### config.mk
export PLATFORM = sky130hd
export DESIGN_NAME = gate_test_sequencer
export DESIGN_NICKNAME = d
export VERILOG_FILES = /design/src/rtl/gate_test_pkg.sv /design/src/rtl/gate_test_sequencer_settle_timer.sv /design/src/rtl/gate_test_sequencer.sv
export SDC_FILE = /design/constraint.sdc
export NUM_CORES = 1
export LEC_CHECK = 0
export ABC_AREA = 1
export ABC_CLOCK_PERIOD_IN_PS = 1200
export BUFFER_PORTS_ARGS = -buffer_cell sky130_fd_sc_hd__buf_2
export CAP_MARGIN = 20
export CELL_PAD_IN_SITES_DETAIL_PLACEMENT = 1
export CELL_PAD_IN_SITES_GLOBAL_PLACEMENT = 1
export CORE_MARGIN = 10
export CORE_UTILIZATION = 34
export CTS_CLUSTER_SIZE = 8
export DETAILED_ROUTE_END_ITERATION = 8
export PLACE_DENSITY_LB_ADDON = 0.1
export SLEW_MARGIN = 20
export SYNTH_ARGS = -nofsm -noshare
export SYNTH_HDL_FRONTEND = slang
export SYNTH_SLANG_ARGS = --single-unit
### constraint.sdc
create_clock -name clk -period 1.2 [get_ports clk]
set_input_delay 0.24 -clock clk [delete_from_list [all_inputs] [get_ports clk]]
set_output_delay 0.24 -clock clk [all_outputs]
set_load 0.02 [all_outputs]
### src/rtl/gate_test_pkg.sv
// Shared types and constants for the gate self-test sequencer.
// Latency: n/a (package only).
// Backpressure: n/a (package only).
package gate_test_pkg;

  // Sequencer states: IDLE waits for start, APPLY holds a vector while the gate settles,
  // SAMPLE compares the gate output, DONE pulses the end-of-run indication.
  typedef enum logic [1:0] {
    IDLE   = 2'd0,
    APPLY  = 2'd1,
    SAMPLE = 2'd2,
    DONE   = 2'd3
  } state_t;

  // Truth tables for 4-input gates; bit v is the expected output for input vector v.
  localparam logic [15:0] TT_AND4  = 16'h8000;
  localparam logic [15:0] TT_OR4   = 16'hFFFE;
  localparam logic [15:0] TT_NAND4 = 16'h7FFF;
  localparam logic [15:0] TT_NOR4  = 16'h0001;
  localparam logic [15:0] TT_XOR4  = 16'h6996;

endpackage

### src/rtl/gate_test_sequencer_settle_timer.sv
// Load/count-down timer that measures the settle time of one applied vector.
// Latency: expired is high in the SETTLE_CYC-th enabled cycle after a load.
// Backpressure: none; load always wins over counting.
module settle_timer #(
  parameter int SETTLE_CYC = 2
) (
  input  logic clk,
  input  logic reset,
  input  logic load,
  input  logic en,
  output logic expired
);

  localparam int W = (SETTLE_CYC < 1) ? 1 : $clog2(SETTLE_CYC + 1);
  // Loaded with SETTLE_CYC-1 so that the count reaches zero in the last settle cycle.
  localparam logic [W-1:0] LOAD_VAL = W'(SETTLE_CYC - 1);

  logic [W-1:0] cnt;

  // Reload on each new vector, then count down to zero while enabled.
  always_ff @(posedge clk) begin
    if (reset) begin
      cnt <= '0;
    end else if (load) begin
      cnt <= LOAD_VAL;
    end else if (en && (cnt != '0)) begin
      cnt <= cnt - W'(1);
    end
  end

  assign expired = (cnt == '0);

endmodule

### src/rtl/gate_test_sequencer.sv
// Walks a gate through all 2^N_IN input vectors and checks its output against EXPECT_TT.
// Latency: done pulses 1 + 2^N_IN*(SETTLE_CYC+1) cycles after the start edge.
// Backpressure: none; start is only accepted in IDLE and ignored otherwise (no queuing).
module gate_test_sequencer
  import gate_test_pkg::*;
#(
  parameter int                      N_IN       = 4,
  parameter int                      SETTLE_CYC = 2,
  parameter logic [(1<<N_IN)-1:0]    EXPECT_TT  = TT_AND4
) (
  input  logic            clk,
  input  logic            reset,
  input  logic            start,
  input  logic            gate_out,
  output logic [N_IN-1:0] gate_in,
  output logic            busy,
  output logic            done,
  output logic            pass,
  output logic [N_IN:0]   fail_count,
  output logic [N_IN-1:0] first_fail_vec
);

  localparam logic [N_IN-1:0] VEC_LAST = {N_IN{1'b1}};

  state_t          state;
  state_t          state_nxt;
  logic [N_IN-1:0] vec;
  logic            timer_load;
  logic            timer_en;
  logic            timer_expired;
  logic            mismatch;
  logic            accept;

  settle_timer #(
    .SETTLE_CYC (SETTLE_CYC)
  ) u_settle_timer (
    .clk     (clk),
    .reset   (reset),
    .load    (timer_load),
    .en      (timer_en),
    .expired (timer_expired)
  );

  assign mismatch = (gate_out != EXPECT_TT[vec]);
  assign accept   = (state == IDLE) && start;
  assign gate_in  = vec;

  // State register.
  always_ff @(posedge clk) begin
    if (reset) begin
      state <= IDLE;
    end else begin
      state <= state_nxt;
    end
  end

  // Next-state logic, timer control and status outputs.
  always_comb begin
    state_nxt  = state;
    timer_load = 1'b0;
    timer_en   = 1'b0;
    busy       = 1'b0;
    done       = 1'b0;
    case (state)
      IDLE: begin
        if (start) begin
          state_nxt  = APPLY;
          timer_load = 1'b1;
        end
      end
      APPLY: begin
        busy     = 1'b1;
        timer_en = 1'b1;
        if (timer_expired) begin
          state_nxt = SAMPLE;
        end
      end
      SAMPLE: begin
        busy = 1'b1;
        if (vec == VEC_LAST) begin
          state_nxt = DONE;
        end else begin
          state_nxt  = APPLY;
          timer_load = 1'b1;
        end
      end
      DONE: begin
        done      = 1'b1;
        state_nxt = IDLE;
      end
      default: begin
        state_nxt = IDLE;
      end
    endcase
  end

  // Vector counter and result registers; pass is resolved on the last SAMPLE edge so it is
  // already valid while done is high.
  always_ff @(posedge clk) begin
    if (reset) begin
      vec            <= '0;
      fail_count     <= '0;
      first_fail_vec <= '0;
      pass           <= 1'b0;
    end else if (accept) begin
      vec            <= '0;
      fail_count     <= '0;
      first_fail_vec <= '0;
      pass           <= 1'b0;
    end else if (state == SAMPLE) begin
      if (mismatch) begin
        fail_count <= fail_count + (N_IN+1)'(1);
        if (fail_count == '0) begin
          first_fail_vec <= vec;
        end
      end
      if (vec == VEC_LAST) begin
        pass <= (fail_count == '0) && !mismatch;
      end else begin
        vec <= vec + N_IN'(1);
      end
    end
  end

endmodule
Word-level counts from Yosys, hierarchy flattened:

Memories as Yosys holds them, arrays and structs flattened. A register that Yosys moved wholly into a read port is not among the register bits.
Cells that the tools add are included.

* $add $sub $neg: 3
* mux-type cells: 15
* bitwise gates (word level): 1
* $lt $le $gt $ge: 1
* reduce and logical (&&, ||, !) cells: 17
* eq/ne operators: 7

Operator list (number)
* two-way mux 1 bit: 8
* two-way mux 4 bit: 2
* case mux 2 bit (4 select lines): 1
* AND reduction 2 bit: 4
* two-way mux 2 bit: 3
* OR reduction 2 bit: 3
* adder 5 x 1 -> 5 bit (second input constant): 1
* zero test 5 bit: 1
* < comparator 4 x 5 -> 1 bit (second input constant): 1
* adder 4 x 1 -> 4 bit (second input constant): 1
* equality test 2 bit (second input constant): 2
* equality test 4 bit (second input constant): 1
* zero test 2 bit: 2
* != test 2 bit (second input constant): 2
* nonzero test 2 bit: 2
* logical AND 1 bit: 3
* AND reduction 3 bit: 1
* equality test 2 x 1 -> 1 bit (second input constant): 1
* case mux 1 bit (2 select lines): 1
* subtractor 2 x 1 -> 2 bit (second input constant): 1
* zero test 1 bit: 1
* != test 1 bit: 1
* NOT 1 bit: 1

* logic and storage cells: 52
* bits in read-only memories: 16
* input bits: 4
* output and inout bits: 16
* register bits: 18
* memories: 1

Memory list
* (name not given): words 16, bits a word 1, rd ports 1, clocked after Yosys merged registers in 1, write ports 0, line gate_test_sequencer.sv:44 `assign mismatch = (gate_out != EXPECT_TT[vec]);`

Logic depth before layout (Yosys ltp):

Gate-level depths: netlist of run 1.

* depth after elaboration: 5
* depth in mapped cells: 9
* depth with buffers taken out: 8

Hierarchy:

From an unflattened synthesis of run 1, not the netlist that was laid out.

* cells, all modules: 137
* area, all modules: 999.7 um2

Modules (own cells, without submodules)
* gate_test_sequencer: instances 1, cells an instance 120, area an instance 882.1 um2, sequential area each 340.3 um2
* settle_timer: instances 1, cells an instance 17, area an instance 117.6 um2, sequential area each 40.0 um2

Least setup slack after synthesis of run 1:

Ideal clock, no wire load.

* path type: register to register
* from: register vec[0] (netlist: gate_in[0])
* to: register with a tool-made name
* path slack: -0.155 ns
* data arrival time: 1.242 ns
* setup time: 0.113 ns
* stages on the path, launching flop included: 9
* required time: 1.087 ns
* buffers on the path: 0
* period minus slack after synthesis: 1.355 ns
* path through: dfxtp_1 -> ha_1 -> nand3_4 -> nand2_2 -> inv_1 -> nand2_1 -> nand2_1 -> nand3_1 -> nor2_2

RTL lines
* from (decl): line gate_test_sequencer.sv:27 `logic [N_IN-1:0] vec;`
* from (signal assigned): line gate_test_sequencer.sv:120 `vec <= vec + N_IN'(1);`

Worst setup path after layout of run 1:

* from: register state[1]
* to: register u_settle_timer.cnt[0]

* longest elaborated chain between the ends: 4
* elaborated cells between the ends (all ways): 8
* those cells by class: eq/ne: 2; mux: 3; reduce/logical: 3

Ends and longest elaborated chain
* from (decl): line gate_test_sequencer.sv:25 `state_t state;`
* from (signal assigned): line gate_test_sequencer.sv:53 `state <= state_nxt;`
* equality test 2 x 1 -> 1 bit: line gate_test_sequencer.sv:64 `case (state)`
* two-way mux 1 bit: line gate_test_sequencer.sv:64
* logical AND 1 bit: line gate_test_sequencer_settle_timer.sv:26 `end else if (en && (cnt != '0)) begin`
* nonzero test 2 bit (no source line)
* to (signal assigned): line gate_test_sequencer_settle_timer.sv:27 `cnt <= cnt - W'(1);`
* to (decl): line gate_test_sequencer_settle_timer.sv:18 `logic [W-1:0] cnt;`

Parallel ways exist; a longest one is shown, timed or not.
A chain may end at the register's enable or synchronous reset.

==> results.env, run 1 <==
OUTCOME='finished with violations'
VIOLATIONS='setup timing'
TIMING.HOLD.WORST.CLASS='input pin to register'
CRITICAL_PATH.ENDPOINT='u_settle_timer.cnt[0]'
ANTENNA_CELLS_INSERTED=0
ROUTED_WIRELENGTH_UM=3380
GRT_PASS1_WL_UM=5290
SYNTH_SEQUENTIAL_AREA_RATIO=0.380
TOTALNEGATIVESETUPSLACK_PS=-1980
AREA_SHARE_OF_THE_LEADING_CELL_TYPE_IN_THE_SYNTHESIZED_NETLIST=0.380
POSTPLACECELLAREA_UM2=1320
SYNTHESIS.NETS=141
DRTITER0DRC=19
DR_VIAS_CELL=4.95
POWER.DENSITY_nW_PER_UM2=1700
TIMING_MAX_TRANSITION_VIOLATIONS_FINAL=0
FINALSETUPVIOLATIONS=20
R2R_SETUP_SLACK_PS=-150
CTS.ROOT.BUFFER_CELL='clkbuf_4'
CRIT_REQUIRED_PS=1390
FINALNETCOUNT=196
REMAINING_DRC_ERRORS=0
CTS_INSERTED_BUFFERS=3
NETSWITCHINGFRACTION=0.409
FULL_DIE_AREA_UM2=5510
RSZ0062_AT_GRT='true'
SYNTH_FF_TYPE='dfxtp_1'
NET-SWITCHING-POWER_uW=1210
CTS-HTREE-LEVELS=1
ROUTED_WIRE_LENGTH_PER_INSTANCE_UM=15.8
YOSYS_WARNINGS=0
LAUNCHING_POINT_OF_THE_WORST_REG2REG_PATH='state[1]'
ANT_NETS=0
TOP_LEVEL_PORTS=20
SLEW_AT_THE_PIN_CLOSEST_TO_ITS_MAX_SLEW_LIMIT_PS=236
TIMING.FINAL.CRIT_SHARE=1.13
GLOBALROUTETOTALUTIL=0.124
NETLIST_TOP_CELLS_AREA='dfxtp_1, ha_1, inv_1'
PLACED_CELLS_INCL_TAPS=200
P_SEQ_FRAC=0.268
POWER.SHARE.CLOCK=0.115
FMAXACHIEVABLE_GHz=0.740
HOLD_BUF_CTS=0
CLKSINKCOUNT=19
HIGHEST_IR_DROP_SEEN_ON_VDD_mV=1.25
GRT_MAX_DEGREE=11
FINAL_AREA_UM2=1740
POSTSYNTHCELLCOUNT=129
CRITPATHLAUNCH='state[1]'
MAXCAPVIOLATIONS=0
WORST-ENDPOINT-ARRIVAL_PS=1540
SYNTH_AREA_UM2=1000
YS_SEQ_ELEMENTS=19
R2R_CELLS=7
DETAILEDPLACEMENTHPWL_UM=2290
POST-ROUTE-WORST-SETUP-SLACK_PS=-151
TIMING.SLEW.HEADROOM=0.841
COMB_POWER_SHARE=0.617
LAYOUT-AREA-OVERHEAD-VS-SYNTH_PCT=74.2
CORE-AREA_UM2=2780
CLKLATENCYLATEPIN_PS=300
SYNTH_ENABLE_FLOP_CELLS=0
TIMING.CLOCK.SKEW_PS=3.37
CTS.CLK_SLEW.WORST_PATHS_PS=110
TRITONCTS='yes'
GRT_ANTENNA_BEFORE_REPAIR=0
PLACE.PORT_BUFFERS=19
LAYOUT_MIN_CYCLE_TIME_PS=1350
CRIT_TYPE='register to register'
INTPOWER_uW=1750
ROUTABILITYCONGESTION=0.757
SYNTH_CELL_TYPE_COUNT=25
GR-TOTAL-OVERFLOW=0
SORT_OF_ELEMENT_AT_THE_START_OF_THE_CRITICAL_PATH='register'
CRIT_REG_REG_ENDPOINT='u_settle_timer.cnt[0]'
SYNTHESIS.AREA_PER_INSTANCE_UM2=7.76
TIMING.CRITICAL_PATH.FANOUT_MAX=4
FIRST_PASS_ITERS=4
DIE_WIDTH_UM=74.3
POWER_LEAKAGE_uW=0.000738
FINAL-INSTANCE-COUNT-EXCL-FILL=214
SYNTH_TOP_CELL_BY_AREA='dfxtp_1'
CHIPHEIGHT_UM=74.3
VIA_COUNT=1059
INITIAL_CORE_UTIL=0.360
FINAL_LAYOUT_SIZE_SUFFIX_GT1_FRAC=0.650
CTS-ROOT-TO-SINK-BUFFERS=2
GRT_PASS1_VIAS=1150
FINAL_CORE_UTILIZATION=0.627
SETUP_CRIT_END_KIND='register'
FIN_HOLD_VIOLS=0
YS_ASYNC_SR_FRACTION=0
ROW_COUNT=19
per-stage QoR:
stage	hold WS, ps	power (µW)	setup WS, ps
final	167	2960	-151
after global routing	169	3160	-271
after CTS	160	2740	-132
after detailed placement	471	1850	-229
after global placement	458	1790	-186
after floorplan	309	1430	-7.98
kinds of logic (layout without fill, tap and decap cells):
kind of cell | after synthesis | count (layout) | synth area share
simple gates | 54 | 54 | 0.279
buf+inv | 24 | 78 | 0.0950
compound gates | 22 | 22 | 0.129
flops | 19 | 19 | 0.380
fa+ha+maj | 8 | 8 | 0.100
xor+xnor | 2 | 2 | 0.0175
cell type report:
| cell class | count | area (µm²) |
|---|---|---|
| Tap cell | 31 | 38.8 |
| Inverter | 22 | 92.6 |
| Sequential cell | 19 | 394 |
| Timing Repair Buffer | 52 | 443 |
| Multi-Input combinational cell | 86 | 749 |
| Fill cell | 317 | 1040 |
| Clock buffer | 4 | 26.3 |
power by group through the flow:
stage / logic, µW / registers (µW) / clock network [µW]
after floorplan: 597 / 834 / 0
after global placement: 1010 / 779 / 0
after detailed placement: 1070 / 787 / 0
after CTS: 1610 / 784 / 350
after global routing: 1970 / 802 / 382
final: 1830 / 795 / 340
placed cells by master, fill, tap and decap left out, drive strengths merged:
master  instances
dfxtp          19
ha              8
a21oi           8
a211oi          2
clkbuf          4
xnor2           1
nor2           20
xor2            1
a31oi           1
nand2          17
and3            1
o21ai          10
buf            52
inv            22
nand3          13
nor3            3
o22ai           1
how the worst min path moves through the flow:
| stage | cells past startpoint | to | slack (ps) | startpoint |
|---|---|---|---|---|
| 6_report | 2 | state[0] | 170 | reset |
| 4_1_cts | 2 | state[0] | 160 | reset |
| 3_5_place_dp | 2 | first_fail_vec[3] | 470 | first_fail_vec[3] |
| 2_1_floorplan | 1 | u_settle_timer.cnt[0] | 310 | reset |
| 3_3_place_gp | 2 | first_fail_vec[2] | 460 | first_fail_vec[2] |
| 5_1_grt | 2 | state[0] | 170 | reset |
state kept, by name, summed over array words and instances (netlist names), named ones only:
| register | count |
|---|---|
| fail_count | 5 |
| first_fail_vec | 4 |
| gate_in | 4 |
| state | 2 |
| u_settle_timer.cnt | 2 |
| pass | 1 |
cell usage after synthesis, types with 2 or more instances:
library cell  count
a211oi_1          2
a21oi_1           7
dfxtp_1          19
ha_1              8
inv_1            20
inv_2             2
nand2_1          15
nand2_2           2
nand3_1          10
nand3_4           2
nor2_1           15
nor2_2            4
nor3_1            3
o21ai_0           9
per-layer routing:
layer | vias up | GRT usage | routed length (µm)
li1 | 525 | - | -
met1 | 507 | 0.122 | 1270
met2 | 18 | 0.246 | 1910
met3 | 9 | 0.0226 | 126
met4 | 0 | 0.0488 | 80
met5 | - | 0 | 0
critical path: stages (launching register included):
cell and delay [ps]:
dfxtp_2 360, inv_2 70, buf_4 140, ha_4 140
inv_4 40, nor2_4 160, xor2_1 200, a31oi_1 120
repair_timing:
action,CTS,global route
endpoints found under the setup margin,24,28
buffers inserted,8,3
pin swaps,16,10
gates resized for setup,62,31
hold endpoints to repair,0,0
(Power assumes the default switching activity.)
==> run 2: changes to the inputs <==
- REMOVE_ABC_BUFFERS: default -> 1
==> results.env, run 2 (same netlist as run 1, synthesis figures left out) <==
DIE_WIDTH_UM=74.3
GLOBALROUTETOTALUTIL=0.129
DR_VIAS_CELL=4.95
MAXCAPVIOLATIONS=0
MOST_USED_CELLS_IN_THE_LAYOUT_EXCLUDING_FILL_AND_TAP_CELLS='buf_4, buf_6, inv_1, nand2_1'
TIMING.SLEW.HEADROOM=0.840
CTS_INSERTED_BUFFERS=3
TIMING.CRITICAL_PATH.FANOUT_MAX=2
CTS.ROOT.BUFFER_CELL='clkbuf_4'
LAYOUT.CELLS.MOST_COMMON='buf_4'
FINAL_LAYOUT_SIZE_SUFFIX_GT1_FRAC=0.598
OUTCOME='finished with violations'
CTS.CLK_SLEW.WORST_PATHS_PS=110
FMAXACHIEVABLE_GHz=0.737
DETAILEDPLACEMENTHPWL_UM=2070
POWER_LEAKAGE_uW=0.000700
ROW_COUNT=19
CTS-ROOT-TO-SINK-BUFFERS=2
TIMING.CLOCK.SKEW_PS=7.85
PLACE.PORT_BUFFERS=19
CHIPHEIGHT_UM=74.3
FULL_DIE_AREA_UM2=5510
CRITICAL_PATH.MAX_STAGE_DELAY_PS=350
FINALSETUPVIOLATIONS=18
HIGHEST_IR_DROP_SEEN_ON_VDD_mV=1.71
REGMOSTFLOPS='fail_count'
CLKSINKCOUNT=19
POWER.DENSITY_nW_PER_UM2=1780
PLACED_CELLS_INCL_TAPS=196
FIRST_PASS_ITERS=4
CRITICAL-PATH-TOP-DELAY-FAMILY='flip-flops'
HOLD_BUF_CTS=0
TIMING_MAX_TRANSITION_VIOLATIONS_FINAL=0
SORT_OF_ELEMENT_AT_THE_START_OF_THE_CRITICAL_PATH='register'
GRT_ANTENNA_BEFORE_REPAIR=0
POSTPLACECELLAREA_UM2=1260
TRITONCTS='yes'
CLKLATENCYLATEPIN_PS=320
CRIT_TYPE='register to output pin'
FIN_HOLD_VIOLS=0
SLOWEST_STAGE='dfxtp_2'
ROUTED_WIRELENGTH_UM=3690
POST-ROUTE-WORST-SETUP-SLACK_PS=-158
FINAL_AREA_UM2=1650
FINAL-INSTANCE-COUNT-EXCL-FILL=210
GRT_MAX_DEGREE=11
LAYOUT-AREA-OVERHEAD-VS-SYNTH_PCT=64.9
INITIAL_CORE_UTIL=0.360
CTS-HTREE-LEVELS=1
GRT_PASS1_WL_UM=5450
ANTENNA_CELLS_INSERTED=0
ROUTABILITYCONGESTION=0.868
CORE-AREA_UM2=2780
VIOLATIONS='setup timing'
LARGEST_REGISTER_FFS=5
FINAL_CORE_UTILIZATION=0.593
TOP_LEVEL_PORTS=20
ROUTED_WIRE_LENGTH_PER_INSTANCE_UM=17.6
USE_MET2=0.233
RSZ0062_AT_GRT='true'
MET1_USAGE=0.136
DRTITER0DRC=57
GLOBAL_ROUTE.USAGE.MET3=0.0332
ANT_NETS=0
LAYOUT_MIN_CYCLE_TIME_PS=1360
PATH_CELLS='buf_4, ha_4, buf_6'
GR-TOTAL-OVERFLOW=0
FIN_TOTAL_PWR_uW=2930
TIMING.HOLD.WORST.CLASS='input pin to register'
CRITICAL_PATH.N_BUFFERS_INVERTERS=2
SLEW_AT_THE_PIN_CLOSEST_TO_ITS_MAX_SLEW_LIMIT_PS=239
TIMING.FINAL.CRIT_SHARE=1.13
SETUP_CRIT_END_KIND='output pin'
GLOBALROUTE.BUSIESTLAYER='met2'
FINALNETCOUNT=192
WORST-ENDPOINT-ARRIVAL_PS=1120
VIA_COUNT=1040
CRIT_REQUIRED_PS=960
REMAINING_DRC_ERRORS=0
GRT_PASS1_VIAS=1119
run 2: per-stage QoR:
step / hold slack, ps / setup slack, ps / setup TNS, ps
after detailed placement: 477 / -232 / -3060
after global placement: 458 / -196 / -2140
final: 155 / -158 / -1180
after CTS: 155 / -134 / -858
after global routing: 154 / -202 / -2400
after floorplan: 309 / -161 / -1140
run 2: final cells by class:
type                            instances  area [µm²]
Timing Repair Buffer                   48         390
Fill cell                             321        1130
Multi-Input combinational cell         86         701
Sequential cell                        19         399
Clock buffer                            4        26.3
Inverter                               22        95.1
Tap cell                               31        38.8
run 2: path summary, 6_finish.rpt:
kind                  from  depth (start not counted)  slack (ps)               endpoint
max               state[0]                          3        -160                   done
min                  reset                          2         160  u_settle_timer.cnt[0]
max reg2reg       state[1]                          8        -120               register
min reg2reg  fail_count[1]                          2         470          fail_count[1]
run 2: worst reg2reg max path, delay by kind of cell (launching register included):
family / cells / cell delay [ps]
and+or+nand+nor: 5 / 440
DFF: 1 / 380
buffers and inverters: 2 / 260
adders and majority gates: 1 / 200
run 2: timing repair:
action / in CTS / in global routing
gates resized for setup: 54 / 37
pin swaps: 9 / 2
setup buffers: 5 / 5
setup endpoints to repair: 24 / 28
run 2: routing by layer:
metal | wire length [µm] | share of wire
met3 | 154 | 0.042
met2 | 1910 | 0.52
met1 | 1490 | 0.40
met4 | 137 | 0.037
met5 | 0 | 0
run 2: report_power, final:
part           switching, µW  total (µW)  internal, µW
combinational            935        1780           842
clock                    228         358           130
sequential              70.8         798           728
total                   1230        2930          1700
==> run 3: changes to the inputs <==
- ABC_AREA: 1 -> default
- CORE_UTILIZATION: 34 -> 36
==> results.env, run 3 <==
YOSYSMOSTFREQUENTCELL='dfxtp_1'
CTS.ROOT.BUFFER_CELL='clkbuf_4'
ROW_COUNT=19
POST_SYNTHESIS_COMPOUND_GATE_AREA_FRACTION=0.161
TIMING.HOLD.WORST.CLASS='input pin to register'
R2R_CELLS=5
TIMING.CLOCK.SKEW_PS=16.2
FIN_HOLD_WS_PS=157
TIMING.CRITICAL_PATH.FANOUT_MAX=4
MAXCAPVIOLATIONS=0
OUTCOME='finished with violations'
YS_ASYNC_SR_FRACTION=0
SYNTH_MUX_AREA_FRAC=0.0500
LAYOUT_MIN_CYCLE_TIME_PS=1720
SYNTH_FF_TYPE='dfxtp_1'
DR_VIAS_CELL=5.54
CTS-HTREE-LEVELS=1
SLEW_AT_THE_PIN_CLOSEST_TO_ITS_MAX_SLEW_LIMIT_PS=355
GLOBALROUTETOTALUTIL=0.130
FMAXACHIEVABLE_GHz=0.582
CHIPHEIGHT_UM=72.7
MAIN_COMBINATIONAL_CELL_FAMILY_BY_AREA_AFTER_SYNTHESIS='simple AND/OR/NAND/NOR gates'
GRT_PASS1_VIAS=1201
FINALSETUPVIOLATIONS=24
HOLDPATHEND='state[1]'
CTS-ROOT-TO-SINK-BUFFERS=2
SETUP_CRIT_END_KIND='register'
SYNTHESIS.AREA_PER_INSTANCE_UM2=8.94
SORT_OF_ELEMENT_AT_THE_START_OF_THE_CRITICAL_PATH='register'
TIMING.SLEW.HEADROOM=0.763
LAYOUT-AREA-OVERHEAD-VS-SYNTH_PCT=82.7
MOST_USED_CELLS_IN_THE_LAYOUT_EXCLUDING_FILL_AND_TAP_CELLS='buf_4, buf_6, buf_2'
ANTENNA_CELLS_INSERTED=0
POSTSYNTHCELLCOUNT=112
FINAL.FILL_COUNT=289
CORE-AREA_UM2=2710
SYNTH_AREA_UM2=1000
DETAILEDPLACEMENTHPWL_UM=2250
SYNTH_ENABLE_FLOP_CELLS=0
PLACED_CELLS_INCL_TAPS=189
FULL_DIE_AREA_UM2=5290
ROUTED_WIRELENGTH_UM=4210
VIOLATIONS='setup timing'
CRIT_TYPE='register to register'
REMAINING_DRC_ERRORS=0
ROUTED_WIRE_LENGTH_PER_INSTANCE_UM=20.5
FINALNETCOUNT=187
LAUNCHING_POINT_OF_THE_WORST_REG2REG_PATH='fail_count[0]'
RSZ0062_AT_GRT='true'
CTS.CLK_SLEW.WORST_PATHS_PS=120
SYNTH_ADDER_AREA_SHARE=0.100
SYNTH_COMMONEST_CELLS='dfxtp_1, nand2_1, inv_1, a21oi_1, ha_1'
ANT_NETS=0
CRIT_REQUIRED_PS=1430
WORST-ENDPOINT-ARRIVAL_PS=1940
POWER.DENSITY_nW_PER_UM2=1580
GRT_MAX_DEGREE=11
TIMING.FINAL.CRIT_SHARE=1.43
CLKSINKCOUNT=19
INITIAL_CORE_UTIL=0.369
HOLD_PATH_STARTPOINT='reset'
REGMOSTFLOPS='fail_count'
TRITONCTS='yes'
PLACE.PORT_BUFFERS=19
HIGHEST_IR_DROP_SEEN_ON_VDD_mV=1.52
POST_SYNTH_AND_OR_NAND_NOR_AREA_FRACTION=0.226
SYNTH_XOR_AREA_FRAC=0.0337
POST-ROUTE-WORST-SETUP-SLACK_PS=-518
DRTITER0DRC=31
GRT_PASS1_WL_UM=5600
LAYOUT.CELLS.MOST_COMMON='buf_4'
FIRST_PASS_ITERS=4
CRIT_REG_REG_ENDPOINT='first_fail_vec[1]'
FINAL_LAYOUT_SIZE_SUFFIX_GT1_FRAC=0.678
CTS_INSERTED_BUFFERS=3
SYNTH_CELL_TYPE_COUNT=35
VIA_COUNT=1135
ROUTABILITYCONGESTION=0.770
DIE_WIDTH_UM=72.7
YOSYS_WARNINGS=0
AREA_SHARE_OF_THE_LEADING_CELL_TYPE_IN_THE_SYNTHESIZED_NETLIST=0.380
CLKLATENCYLATEPIN_PS=320
GRT_ANTENNA_BEFORE_REPAIR=0
TIMING.HOLD.WORST_PATH_DEPTH=2
SYNTH_TOP_CELL_BY_AREA='dfxtp_1'
R2R_SETUP_SLACK_PS=-520
HOLD_BUF_CTS=0
POWER_LEAKAGE_uW=0.000741
GR-TOTAL-OVERFLOW=0
LARGEST_REGISTER_FFS=5
NETLIST_TOP_CELLS_AREA='dfxtp_1, ha_1, mux2i_1'
FIN_HOLD_VIOLS=0
SYNTH_SEQUENTIAL_AREA_RATIO=0.380
TIMING_MAX_TRANSITION_VIOLATIONS_FINAL=0
FINAL-INSTANCE-COUNT-EXCL-FILL=205
YS_SEQ_ELEMENTS=19
TOP_LEVEL_PORTS=20
==> run 3: cell count changes after synthesis, sizes merged, moves of 3 or more <==
cell and change:
clkbuf +3, inv -13, mux2i +5, nand2 -5, nand2b +5, nand3 -7
nand4 +3, nor2 -18, o21ai -5, or3 +3
==> run 3: worst max path at each step <==
| stage | start | end | slack (ps) | cells after the start |
|---|---|---|---|---|
| detailed placement | fail_count[0] | pass | -390 | 5 |
| global placement | fail_count[0] | pass | -320 | 5 |
| global route | fail_count[0] | first_fail_vec[1] | -530 | 5 |
| floorplan | state[0] | fail_count[2] | -590 | 5 |
| CTS | fail_count[0] | first_fail_vec[1] | -380 | 5 |
| finish | fail_count[0] | first_fail_vec[1] | -520 | 5 |
==> run 3: cells by family (layout without fill, tap and decap cells) <==
| group | Yosys count | in the layout |
|---|---|---|
| xor gates and xnor gates | 3 | 3 |
| adders and majority gates | 8 | 8 |
| and+or+nand+nor | 39 | 39 |
| AOI/OAI and AO/OA | 25 | 25 |
| DFF | 19 | 19 |
| muxes | 5 | 5 |
| buffers and inverters | 13 | 75 |
==> run 3: where the power goes <==
group / total, µW / switching, µW / leakage [µW] / internal [µW]
Clock: 345 / 215 / 0.0000150 / 130
Sequential: 770 / 63.8 / 0.000159 / 706
Combinational: 1770 / 845 / 0.000567 / 927
==> run 3: area by class of cell <==
class,instances,area (µm²),area share
well taps,31,38.8,0.0212
inverters,9,36.3,0.0198
flip-flops and latches,19,395,0.216
repair buffers,62,522,0.285
multi-input cells,80,811,0.443
clock buffers,4,26.3,0.0144
==> run 3: routing by layer <==
metal  part of all wire  routed length (µm)  global-route usage
met4              0.025                 104              0.0464
met5                  0                   0                   0
met1               0.42                1780               0.140
met3              0.055                 231              0.0422
met2               0.50                2090               0.231
==> run 3: critical path: stages, from the launching register on <==
cell     delay (ps)
dfxtp_2         360
inv_2            60
ha_1            130
or4b_4          480
nor3_4          310
mux2i_1         280
==> run 3: metrics by stage <==
stage / cell area (µm²) / power, µW / setup WS (ps) / setup TNS, ps / util
3_5_place_dp: 1350 / 1690 / -386 / -5050 / 0.499
5_1_grt: 1830 / 3050 / -532 / -5970 / 0.675
4_1_cts: 1640 / 2550 / -384 / -3150 / 0.604
6_report: 1830 / 2890 / -518 / -4900 / 0.675
2_1_floorplan: 986 / 1250 / -591 / -4630 / -
3_3_place_gp: 1350 / 1650 / -320 / -3860 / 0.499
==> run 3: what timing repair did <==
item	CTS	global route
setup buffers	5	7
cloned	1	0
pin swaps	18	10
resized for setup	60	37
endpoints found under the setup margin	25	29
